## src/rtl/enc_pkg.sv

```systemverilog
// Shared types for the pipelined binary-to-one-hot/thermometer encoder.
//   enc_mode_e  : per-item encoding selector
//   buf_state_e : occupancy of the 2-entry output buffer
package enc_pkg;

    typedef enum logic {
        ENC_ONEHOT = 1'b0,
        ENC_THERM  = 1'b1
    } enc_mode_e;

    typedef enum logic [1:0] {
        EMPTY = 2'd0,
        ONE   = 2'd1,
        FULL  = 2'd2
    } buf_state_e;

endpackage

```

## src/rtl/enc_bin2onehot_pipe_if.sv

```systemverilog
// Handshake bundle for enc_bin2onehot_pipe.
//   input side : in_valid/in_ready, in, in_mode
//   output side: out_valid/out_ready, out, out_err
//   error count: err_cnt, err_clr
// master = upstream/downstream environment, slave = the encoder block.
interface enc_bin2onehot_pipe_if #(
    parameter int unsigned IN_W      = 4,
    parameter int unsigned OUT_W     = 15,
    parameter int unsigned ERR_CNT_W = 8
);
    logic                 in_valid;
    logic                 in_ready;
    logic [IN_W-1:0]      in;
    logic                 in_mode;
    logic                 out_valid;
    logic                 out_ready;
    logic [OUT_W-1:0]     out;
    logic                 out_err;
    logic [ERR_CNT_W-1:0] err_cnt;
    logic                 err_clr;

    modport master (
        output in_valid, in, in_mode, out_ready, err_clr,
        input  in_ready, out_valid, out, out_err, err_cnt
    );

    modport slave (
        input  in_valid, in, in_mode, out_ready, err_clr,
        output in_ready, out_valid, out, out_err, err_cnt
    );
endinterface

```

## src/rtl/enc_bin2onehot_core.sv

```systemverilog
// Combinational encoder: binary index -> one-hot or thermometer code.
//   in   : binary index
//   mode : ENC_ONEHOT or ENC_THERM
//   code : encoded value (all 0 one-hot / all 1 thermometer when out of range)
//   err  : index >= OUT_W
module enc_bin2onehot_core
    import enc_pkg::*;
#(
    parameter int unsigned IN_W  = 4,
    parameter int unsigned OUT_W = 15
) (
    input  logic [IN_W-1:0]  in,
    input  enc_mode_e        mode,
    output logic [OUT_W-1:0] code,
    output logic             err
);

    // Out-of-range handling falls out of the compares: no k equals in, every k is below it.
    always_comb begin
        code = '0;
        for (int unsigned k = 0; k < OUT_W; k++) begin
            if (mode == ENC_THERM) begin
                code[k] = (k <= 32'(in));
            end else begin
                code[k] = (k == 32'(in));
            end
        end
        err = (32'(in) >= OUT_W);
    end

endmodule

```

## src/rtl/enc_bin2onehot_pipe.sv

```systemverilog
// Flow-controlled binary encoder with a 2-entry output buffer and a
// saturating out-of-range counter.
//   clk : rising-edge clock
//   rst : asynchronous active-low reset
//   bus : enc_bin2onehot_pipe_if.slave (input handshake, output handshake,
//         err_cnt / err_clr)
module enc_bin2onehot_pipe
    import enc_pkg::*;
#(
    parameter int unsigned IN_W      = 4,
    parameter int unsigned OUT_W     = 15,
    parameter int unsigned ERR_CNT_W = 8
) (
    input  logic                  clk,
    input  logic                  rst,
    enc_bin2onehot_pipe_if.slave  bus
);

    localparam int unsigned ENT_W = OUT_W + 1;
    localparam logic [ERR_CNT_W-1:0] ERR_MAX = '1;

    logic [OUT_W-1:0]     enc_code;
    logic                 enc_err;

    buf_state_e           state_q, state_d;
    logic                 head_q, head_d;
    logic [ENT_W-1:0]     buf_q [2];
    logic [ENT_W-1:0]     buf_d [2];
    logic [ENT_W-1:0]     head_ent_d;
    logic                 wr_idx;

    logic                 in_ready_q;
    logic                 out_valid_q;
    logic [OUT_W-1:0]     out_q;
    logic                 out_err_q;
    logic [ERR_CNT_W-1:0] err_cnt_q;

    logic                 push;
    logic                 pop;

    // Encode at the input so the buffer stores finished results.
    enc_bin2onehot_core #(
        .IN_W  (IN_W),
        .OUT_W (OUT_W)
    ) u_core (
        .in   (bus.in),
        .mode (enc_mode_e'(bus.in_mode)),
        .code (enc_code),
        .err  (enc_err)
    );

    assign push = bus.in_valid && in_ready_q;
    assign pop  = out_valid_q && bus.out_ready;

    // Next buffer state, write slot, head pointer and next head entry.
    always_comb begin
        state_d    = state_q;
        head_d     = head_q;
        buf_d      = buf_q;
        wr_idx     = (state_q == EMPTY) ? head_q : ~head_q;
        head_ent_d = '0;

        if (push) begin
            buf_d[wr_idx] = {enc_err, enc_code};
        end
        if (pop) begin
            head_d = ~head_q;
        end

        case (state_q)
            EMPTY: begin
                if (push) state_d = ONE;
            end
            ONE: begin
                if (push && !pop)      state_d = FULL;
                else if (!push && pop) state_d = EMPTY;
            end
            FULL: begin
                if (pop) state_d = ONE;
            end
            default: state_d = EMPTY;
        endcase

        if (state_d != EMPTY) begin
            head_ent_d = buf_d[head_d];
        end
    end

    // Buffer, state and registered handshake/outputs.
    always_ff @(posedge clk or negedge rst) begin
        if (!rst) begin
            state_q     <= EMPTY;
            head_q      <= 1'b0;
            buf_q[0]    <= '0;
            buf_q[1]    <= '0;
            in_ready_q  <= 1'b1;
            out_valid_q <= 1'b0;
            out_q       <= '0;
            out_err_q   <= 1'b0;
        end else begin
            state_q     <= state_d;
            head_q      <= head_d;
            buf_q       <= buf_d;
            in_ready_q  <= (state_d != FULL);
            out_valid_q <= (state_d != EMPTY);
            out_q       <= head_ent_d[OUT_W-1:0];
            out_err_q   <= head_ent_d[OUT_W];
        end
    end

    // Saturating count of accepted out-of-range items; clear has priority.
    always_ff @(posedge clk or negedge rst) begin
        if (!rst) begin
            err_cnt_q <= '0;
        end else if (bus.err_clr) begin
            err_cnt_q <= '0;
        end else if (push && enc_err && (err_cnt_q != ERR_MAX)) begin
            err_cnt_q <= err_cnt_q + ERR_CNT_W'(1);
        end
    end

    assign bus.in_ready  = in_ready_q;
    assign bus.out_valid = out_valid_q;
    assign bus.out       = out_q;
    assign bus.out_err   = out_err_q;
    assign bus.err_cnt   = err_cnt_q;

endmodule

```

## src/flat_wrapper.sv

```systemverilog
// flat-port wrapper written by rule: the top's interface ports become plain ports
module enc_bin2onehot_pipe_flat import enc_pkg::*;
#(
    parameter int unsigned IN_W      = 4,
    parameter int unsigned OUT_W     = 15,
    parameter int unsigned ERR_CNT_W = 8
)
  (clk, rst, bus_in_valid, bus_in, bus_in_mode, bus_out_ready, bus_err_clr, bus_in_ready, bus_out_valid, bus_out, bus_out_err, bus_err_cnt);
  enc_bin2onehot_pipe_if #(.IN_W(IN_W), .OUT_W(OUT_W), .ERR_CNT_W(ERR_CNT_W)) bus_i ();
  input  logic clk;
  input  logic rst;
  input wire logic [$bits(bus_i.in_valid)-1:0] bus_in_valid;
  input wire logic [$bits(bus_i.in)-1:0] bus_in;
  input wire logic [$bits(bus_i.in_mode)-1:0] bus_in_mode;
  input wire logic [$bits(bus_i.out_ready)-1:0] bus_out_ready;
  input wire logic [$bits(bus_i.err_clr)-1:0] bus_err_clr;
  output wire logic [$bits(bus_i.in_ready)-1:0] bus_in_ready;
  output wire logic [$bits(bus_i.out_valid)-1:0] bus_out_valid;
  output wire logic [$bits(bus_i.out)-1:0] bus_out;
  output wire logic [$bits(bus_i.out_err)-1:0] bus_out_err;
  output wire logic [$bits(bus_i.err_cnt)-1:0] bus_err_cnt;
  assign bus_i.in_valid = bus_in_valid;
  assign bus_i.in = bus_in;
  assign bus_i.in_mode = bus_in_mode;
  assign bus_i.out_ready = bus_out_ready;
  assign bus_i.err_clr = bus_err_clr;
  assign bus_in_ready = bus_i.in_ready;
  assign bus_out_valid = bus_i.out_valid;
  assign bus_out = bus_i.out;
  assign bus_out_err = bus_i.out_err;
  assign bus_err_cnt = bus_i.err_cnt;
  enc_bin2onehot_pipe #(.IN_W(IN_W), .OUT_W(OUT_W), .ERR_CNT_W(ERR_CNT_W)) u_core (.clk(clk), .rst(rst), .bus(bus_i));
endmodule
```

## config.mk

```make
export PLATFORM = sky130hd
export DESIGN_NAME = enc_bin2onehot_pipe_flat
export DESIGN_NICKNAME = d
export VERILOG_FILES = /design/src/rtl/enc_pkg.sv /design/src/rtl/enc_bin2onehot_pipe_if.sv /design/src/rtl/enc_bin2onehot_core.sv /design/src/rtl/enc_bin2onehot_pipe.sv /design/src/flat_wrapper.sv
export SDC_FILE = /design/constraint.sdc
export NUM_CORES = 1
export LEC_CHECK = 0
export ABC_CLOCK_PERIOD_IN_PS = 2050
export CORE_MARGIN = 4
export CORE_UTILIZATION = 30
export DETAILED_ROUTE_END_ITERATION = 7
export GPL_TIMING_DRIVEN = 0
export PLACE_DENSITY = 0.49
export SYNTH_ARGS = -nofsm -noshare
export SYNTH_HDL_FRONTEND = slang
export SYNTH_SLANG_ARGS = --single-unit
```

## constraint.sdc

```tcl
create_clock -name clk -period 2.05 [get_ports clk]
set_clock_uncertainty 0.1 [all_clocks]
set_input_delay 0.41 -clock clk [delete_from_list [all_inputs] [get_ports clk]]
set_output_delay 0.41 -clock clk [all_outputs]
set_load 0.01 [all_outputs]
```

==> results of run 1 <==
[synthesized netlist by cell type, types with 2 or more instances]
cell type,instances
a21oi_1,8
mux2i_1,26
or4_1,2
o21a_1,5
o21ba_2,2
xor2_1,2
o22ai_2,3
dfrtp_1,60
nor2b_1,2
o211ai_1,2
mux2_2,2
nor3_1,5
o311ai_1,2
o21ai_0,13
and2_1,2
nand2_1,11
inv_1,29
o22ai_1,9
nand3_1,3
o31ai_1,2
or3_1,5
and4_1,2
clkbuf_1,6
o32ai_1,3
nor2_1,21
a21o_1,2
buf_2,5
[routing by layer]
metal	global-route usage	wire length (µm)	vias up
met3	0.03858	293	9
met1	0.1564	3028	1008
met4	0.04533	115	0
li1	-	-	1023
met2	0.1881	2868	43
met5	0	0	-
[metrics by stage]
step	instances	util	hold slack [ns]	setup slack (ns)
3_3_place_gp	425	0.3607	0.3598	-1.655
5_1_grt	444	0.3854	0.1120	0.005359
6_report	444	0.3854	0.05764	0.09299
3_5_place_dp	425	0.3605	0.3654	-0.8290
2_1_floorplan	264	-	0.01441	0.08544
4_1_cts	444	0.3827	0.09110	0.05411
[worst reg2reg max path, delay by kind of cell, from the launching register on]
kind                   cells  cell delay [ns]
and+or+nand+nor            1             0.41
muxes                      1             0.27
DFF                        1             0.37
AOI/OAI and AO/OA          2             0.31
buffers and inverters      2             0.36
[cell families (layout without fill, tap and decap cells)]
kind of cell,Yosys count,count (layout),share of synthesized area
XOR/XNOR,3,3,0.009216
buffers and inverters,43,94,0.06537
multiplexers,28,28,0.09917
AND/OR/NAND/NOR,62,62,0.1145
AO/OA/AOI/OAI,66,66,0.1716
flip-flops,61,61,0.5358
adder cells (fa/ha/maj),1,1,0.004387
[registers in the layout (all words and copies together), names as in the netlist]
signal,flops
u_core.buf_q,32
u_core.bus.out,15
u_core.bus.err_cnt,8
u_core.state_q,2
u_core.bus.in_ready,1
u_core.bus.out_err,1
u_core.bus.out_valid,1
u_core.head_q,1
[final timing paths]
| check | from | end | slack [ns] |
|---|---|---|---|
| min in group clk | bus_err_clr | u_core.bus.err_cnt[2] | 0.34 |
| worst min register to register | u_core.buf_q[8] | u_core.buf_q[8] | 0.38 |
| max in group asynchronous | rst | u_core.bus.out[12] | 1.27 |
| worst min-delay path | rst | u_core.bus.err_cnt[6] | 0.06 |
| worst max-delay path | u_core.bus.in_ready | bus_in_ready | 0.09 |
| worst max register to register | u_core.state_q[1] | u_core.bus.out[3] | 0.10 |
[power by group]
group | switching, mW | internal (mW)
sequential | 0.148 | 1.64
combinational | 1.08 | 0.931
clock | 0.472 | 0.436
total | 1.70 | 3.01
[timing repair]
| item | in CTS | in global routing |
|---|---|---|
| gates resized for setup | 7 | 9 |
| pin swaps | 2 | 0 |
| buffers inserted | 3 | 0 |
| setup endpoints to repair | 27 | 19 |
[cell type report]
type	instances	area, µm²
plain buffers	14	86.33
clock buffers	10	127.6
clock inverters	6	40.04
fillers	938	5679
inverters	29	108.9
multi-input cells	160	1169
flip-flops and latches	61	1528
well taps	129	161.4
repair buffers	35	340.3
==> results.md, run 1 <==
- Final ANT Viol Nets: 0
- Vias per cell: 4.691
- Fmax: 0.5110 GHz
- FP Rows: 35
- Synth Flop Type: dfrtp_1
- Clk_lat worst skew: between 0.3 and 0.4 ns
- Largest net degree at the start of global routing: 62
- Share of layout cells above drive strength 1: 0.1651
- Number of synthesized register bits: 61
- Commonest non-fill, non-tap cell in the layout: dfrtp_1
- RSZ-0062 raised after global routing: false
- Max_cap viols: 0
- Total Routing Usage GR: 0.1206
- Synthesized area per cell: roughly 11 µm²
- CP max stage delay: 0.58 ns
- Die height: 105.5 µm
- Clock root cell: clkbuf_8
- Dpl cell area: roughly 0.0033 mm²
- Worst Path Arrival: around 1.5 ns
- Gpl congestion: 0.7575
- Io pins: 36
- Crit-path leading delay family: flip-flops
- Die ar.: 0.01113 mm²
- Critical path's slowest cell: dfstp_2
- Synth top area share: 0.5265
- Chip Width: 105.5 µm
- Critical path class: reg2out
- Yosys cell types: 57
- Initial Util: 0.3086
- Final WL: 6.306 mm
- CTS tree: built
- Total power draw: 4.710 mW
- Post-route minimum period: 1.957 ns
- Asr flop ratio synth: 1.000
- Via Count: 2083
- WP buf/inv: 1
- Critical path, cell by cell: clkdlybuf4s50_1
- Setup total negative slack: 0 ns
- Detailed Routing Iterations Pass 1: 4
- First-pass GRT wire length: 10.73 mm
- Status: finished clean
- Hold WC Path Type: in2async
- Sequential area share after synthesis: 0.5358
- Ant diodes: 0
- Post-Synthesis Cell Area: 0.002851 mm²
- Detailed-route DRC error count: 0
- Commonest cells after routing, fill and taps aside: 60 x dfrtp_1, 31 x clkdlybuf4s50_1, 29 x inv_1, 24 x mux2i_1, 21 x nor2_1
- Number of synthesized flops with an enable pin: 0
- VDD IR max: 0.6354 mV
- Grt ovf: 0
- Number of buffers created by CTS: 9
- Area contributors post-synth: dfrtp_1 53%, mux2i_1 9.1%, inv_1 3.8%
- Ys Warns: 0
- Synth-to-layout area growth: 24.88%
- CTS HTree Levels: 3
- Crit start category: flip-flop
- Critical path depth: 1
- Detailed Place HPWL: 4.310 mm
- Synth Instances: 264
- Routed len/inst: 14.20 µm
- Nets: 321
- Vias in the first global route: 2191
- FF-to-FF path depth: 6
- Clock sinks: between 60 and 70
- Setup crit end kind: primary output
- Max-slew headroom: 0.4799
- Dominant cell type by area after synthesis: dfrtp_1
- Post-Synthesis Net Count: 275
- Crit path max fanout: 7
- Initial antenna violation count: 0
- Floorplan core area: 0.009240 mm²
- Iter 0 DRT Violations: 55
- Longest Clk Path Bufs: 2
- Post-route cell area: about 0.0036 mm²
- Cell Pwr Density: 1323 mW/mm²
- CP Data Required Time: 1.54 ns
- Fin crit share: 0.9546
- # hold bufs at CTS: 0
- Setup violations, final: 0
- Endpoints failing hold: 0
- CTS clk-pin slew, worst paths: 0.07 ns
- Lkg Pwr: 1.607 nW
- Slew @ Worst Pin: 0.7802 ns
- Max Slew Vio Count: 0
- Port bufs: 32
Note: power is estimated with default switching activity, not from simulation.
==> run 2: changes to the inputs <==
--- a/config.mk
+++ b/config.mk
@@ -10,7 +10,7 @@
 export CORE_UTILIZATION = 30
 export DETAILED_ROUTE_END_ITERATION = 7
 export GPL_TIMING_DRIVEN = 0
-export PLACE_DENSITY = 0.49
+export PLACE_DENSITY_LB_ADDON = 0.1
 export SYNTH_ARGS = -nofsm -noshare
 export SYNTH_HDL_FRONTEND = slang
 export SYNTH_SLANG_ARGS = --single-unit
==> results.md, run 2 (synthesized netlist as in run 1, its figures left out) <==
- Detailed Place HPWL: 4.275 mm (was 4.310 mm)
- Number of flip-flops under the largest register name: 32 (unchanged)
- Ant diodes: 0 (unchanged)
- Commonest non-fill, non-tap cell in the layout: dfrtp_1 (unchanged)
- Die height: 105.5 µm (unchanged)
- Endpoints failing hold: 0 (unchanged)
- Critical path class: reg2out (unchanged)
- Chip Width: 105.5 µm (unchanged)
- Number of buffers created by CTS: 9 (unchanged)
- Fin crit share: 0.9638 (was 0.9546)
- Setup total negative slack: 0 ns (unchanged)
- Cell Pwr Density: 1329 mW/mm² (was 1323 mW/mm²)
- WP buf/inv: 1 (unchanged)
- First-pass GRT wire length: 10.74 mm (was 10.73 mm)
- Initial Util: 0.3086 (unchanged)
- Nets: 321 (unchanged)
- Dpl cell area: 0.003331 mm² (unchanged)
- Worst Hold Slack: 0.06069 ns (was 0.05764 ns)
- CTS tree: built (unchanged)
- FP Rows: 35 (unchanged)
- Lkg Pwr: 1.610 nW (was 1.607 nW)
- Slew @ Worst Pin: 0.7901 ns (was 0.7802 ns)
- VDD IR max: 0.4835 mV (was 0.6354 mV)
- Longest Clk Path Bufs: 2 (unchanged)
- Detailed Routing Iterations Pass 1: 4 (unchanged)
- CTS clk-pin slew, worst paths: 0.07 ns (about the same)
- Largest net degree at the start of global routing: 62 (unchanged)
- Final WL: 6.354 mm (was 6.306 mm)
- Fin util: 0.3851 (was 0.3854)
- Crit path max fanout: 7 (unchanged)
- Initial antenna violation count: 0 (unchanged)
- Detailed-route DRC error count: 0 (unchanged)
- Die ar.: 0.01113 mm² (unchanged)
- Port bufs: 32 (unchanged)
- Clock root cell: clkbuf_8 (unchanged)
- Total Routing Usage GR: 0.1237 (was 0.1206)
- Vias in the first global route: 2101 (was 2191)
- Setup violations, final: 0 (unchanged)
- Status: finished clean (unchanged)
- Grt ovf: 0 (unchanged)
- Fmax: 0.5061 GHz (was 0.5110 GHz)
- Largest reg by FF count: u_core.buf_q (unchanged)
- Iter 0 DRT Violations: 80 (was 55)
- Critical path's slowest cell: dfstp_2 (unchanged)
- Filler cells: 904 (was 938)
- Worst Path Arrival: 1.47 ns (was 1.45 ns)
- CTS HTree Levels: 3 (unchanged)
- Max Slew Vio Count: 0 (unchanged)
- Commonest cells after routing, fill and taps aside: 60 x dfrtp_1, 31 x clkdlybuf4s50_1, 29 x inv_1, 25 x mux2i_1, 21 x nor2_1 (was 60 x dfrtp_1, 31 x clkdlybuf4s50_1, 29 x inv_1, 24 x mux2i_1, 21 x nor2_1)
- RSZ-0062 raised after global routing: true (was false)
- Crit start category: flip-flop (unchanged)
- Vias per cell: 4.656 (was 4.691)
- Multi-input gate area: 0.001167 mm² (was 0.001169 mm²)
- Max-slew headroom: 0.4733 (was 0.4799)
- Critical path, cell by cell: clkdlybuf4s50_1 (unchanged)
- Share of layout cells above drive strength 1: 0.1597 (was 0.1651)
- Clk_lat worst skew: 0.34 ns (was 0.33 ns)
- # hold bufs at CTS: 0 (unchanged)
- Io pins: 36 (unchanged)
- Setup crit end kind: primary output (unchanged)
- Final ANT Viol Nets: 0 (unchanged)
- Post-route minimum period: 1.976 ns (was 1.957 ns)
- Routed len/inst: 14.38 µm (was 14.20 µm)
- Crit-path leading delay family: flip-flops (unchanged)
- Max_cap viols: 0 (unchanged)
- CP max stage delay: 0.58 ns (about the same)
- Clock sinks: 61 (unchanged)
- CP Data Required Time: 1.54 ns (about the same)
- Synth-to-layout area growth: 24.79% (was 24.88%)
- Floorplan core area: 0.009240 mm² (unchanged)
- Hold WC Path Type: in2async (unchanged)
- Gpl congestion: 0.7910 (was 0.7575)
- Reg area: 0.001528 mm² (unchanged)
- Via Count: 2058 (was 2083)
- Post-route cell area: 0.003558 mm² (was 0.003561 mm²)
==> run 2: cell type report <==
| type | instances | area share |
|---|---|---|
| multi-input combinational | 160 | 0.3281 |
| timing repair buffer | 35 | 0.09564 |
| tap | 129 | 0.04536 |
| buffer | 14 | 0.02461 |
| sequential | 61 | 0.4293 |
| clock inverter | 2 | 0.002813 |
| inverter | 29 | 0.03059 |
| clock buffer | 12 | 0.04360 |
==> run 2: report_power, final <==
group	internal, mW	switching (mW)
combinational	0.930	1.08
clock	0.487	0.448
sequential	1.64	0.142
total	3.06	1.67
==> run 2: metal layers <==
layer,up-vias,global-route usage,share of wire
li1,1019,-,-
met1,998,0.1687,0.50
met2,30,0.1835,0.44
met3,11,0.03123,0.034
met4,0,0.05828,0.018
met5,-,0,0
==> run 2: path summary, 6_finish.rpt <==
kind | endpoint | start | slack [ns] | cells past startpoint
setup / recovery | bus_in_ready | u_core.bus.in_ready | 0.07 | 1
hold / removal | u_core.state_q[0] | rst | 0.06 | 1
setup reg to reg | u_core.bus.out[12] | u_core.state_q[1] | 0.12 | 6
hold reg to reg | u_core.buf_q[10] | u_core.buf_q[10] | 0.38 | 2
max in group asynchronous | u_core.buf_q[25] | rst | 1.28 | 1
min in group clk | u_core.bus.err_cnt[0] | bus_err_clr | 0.33 | 2
==> run 2: repair_timing <==
item | in CTS | in global routing
resized for setup | 7 | 9
pin swaps | 2 | 1
buffers inserted | 2 | 1
setup endpoints to repair | 27 | 17
==> run 2: per-stage QoR <==
step / power (mW) / std cells / setup slack [ns]
global placement: 3.733 / 425 / -1.719
global route: 5.094 / 442 / -0.0005469
detailed placement: 3.737 / 425 / -0.8734
finish: 4.730 / 442 / 0.07429
floorplan: 3.101 / 264 / 0.08544
CTS: 4.792 / 441 / 0.01684
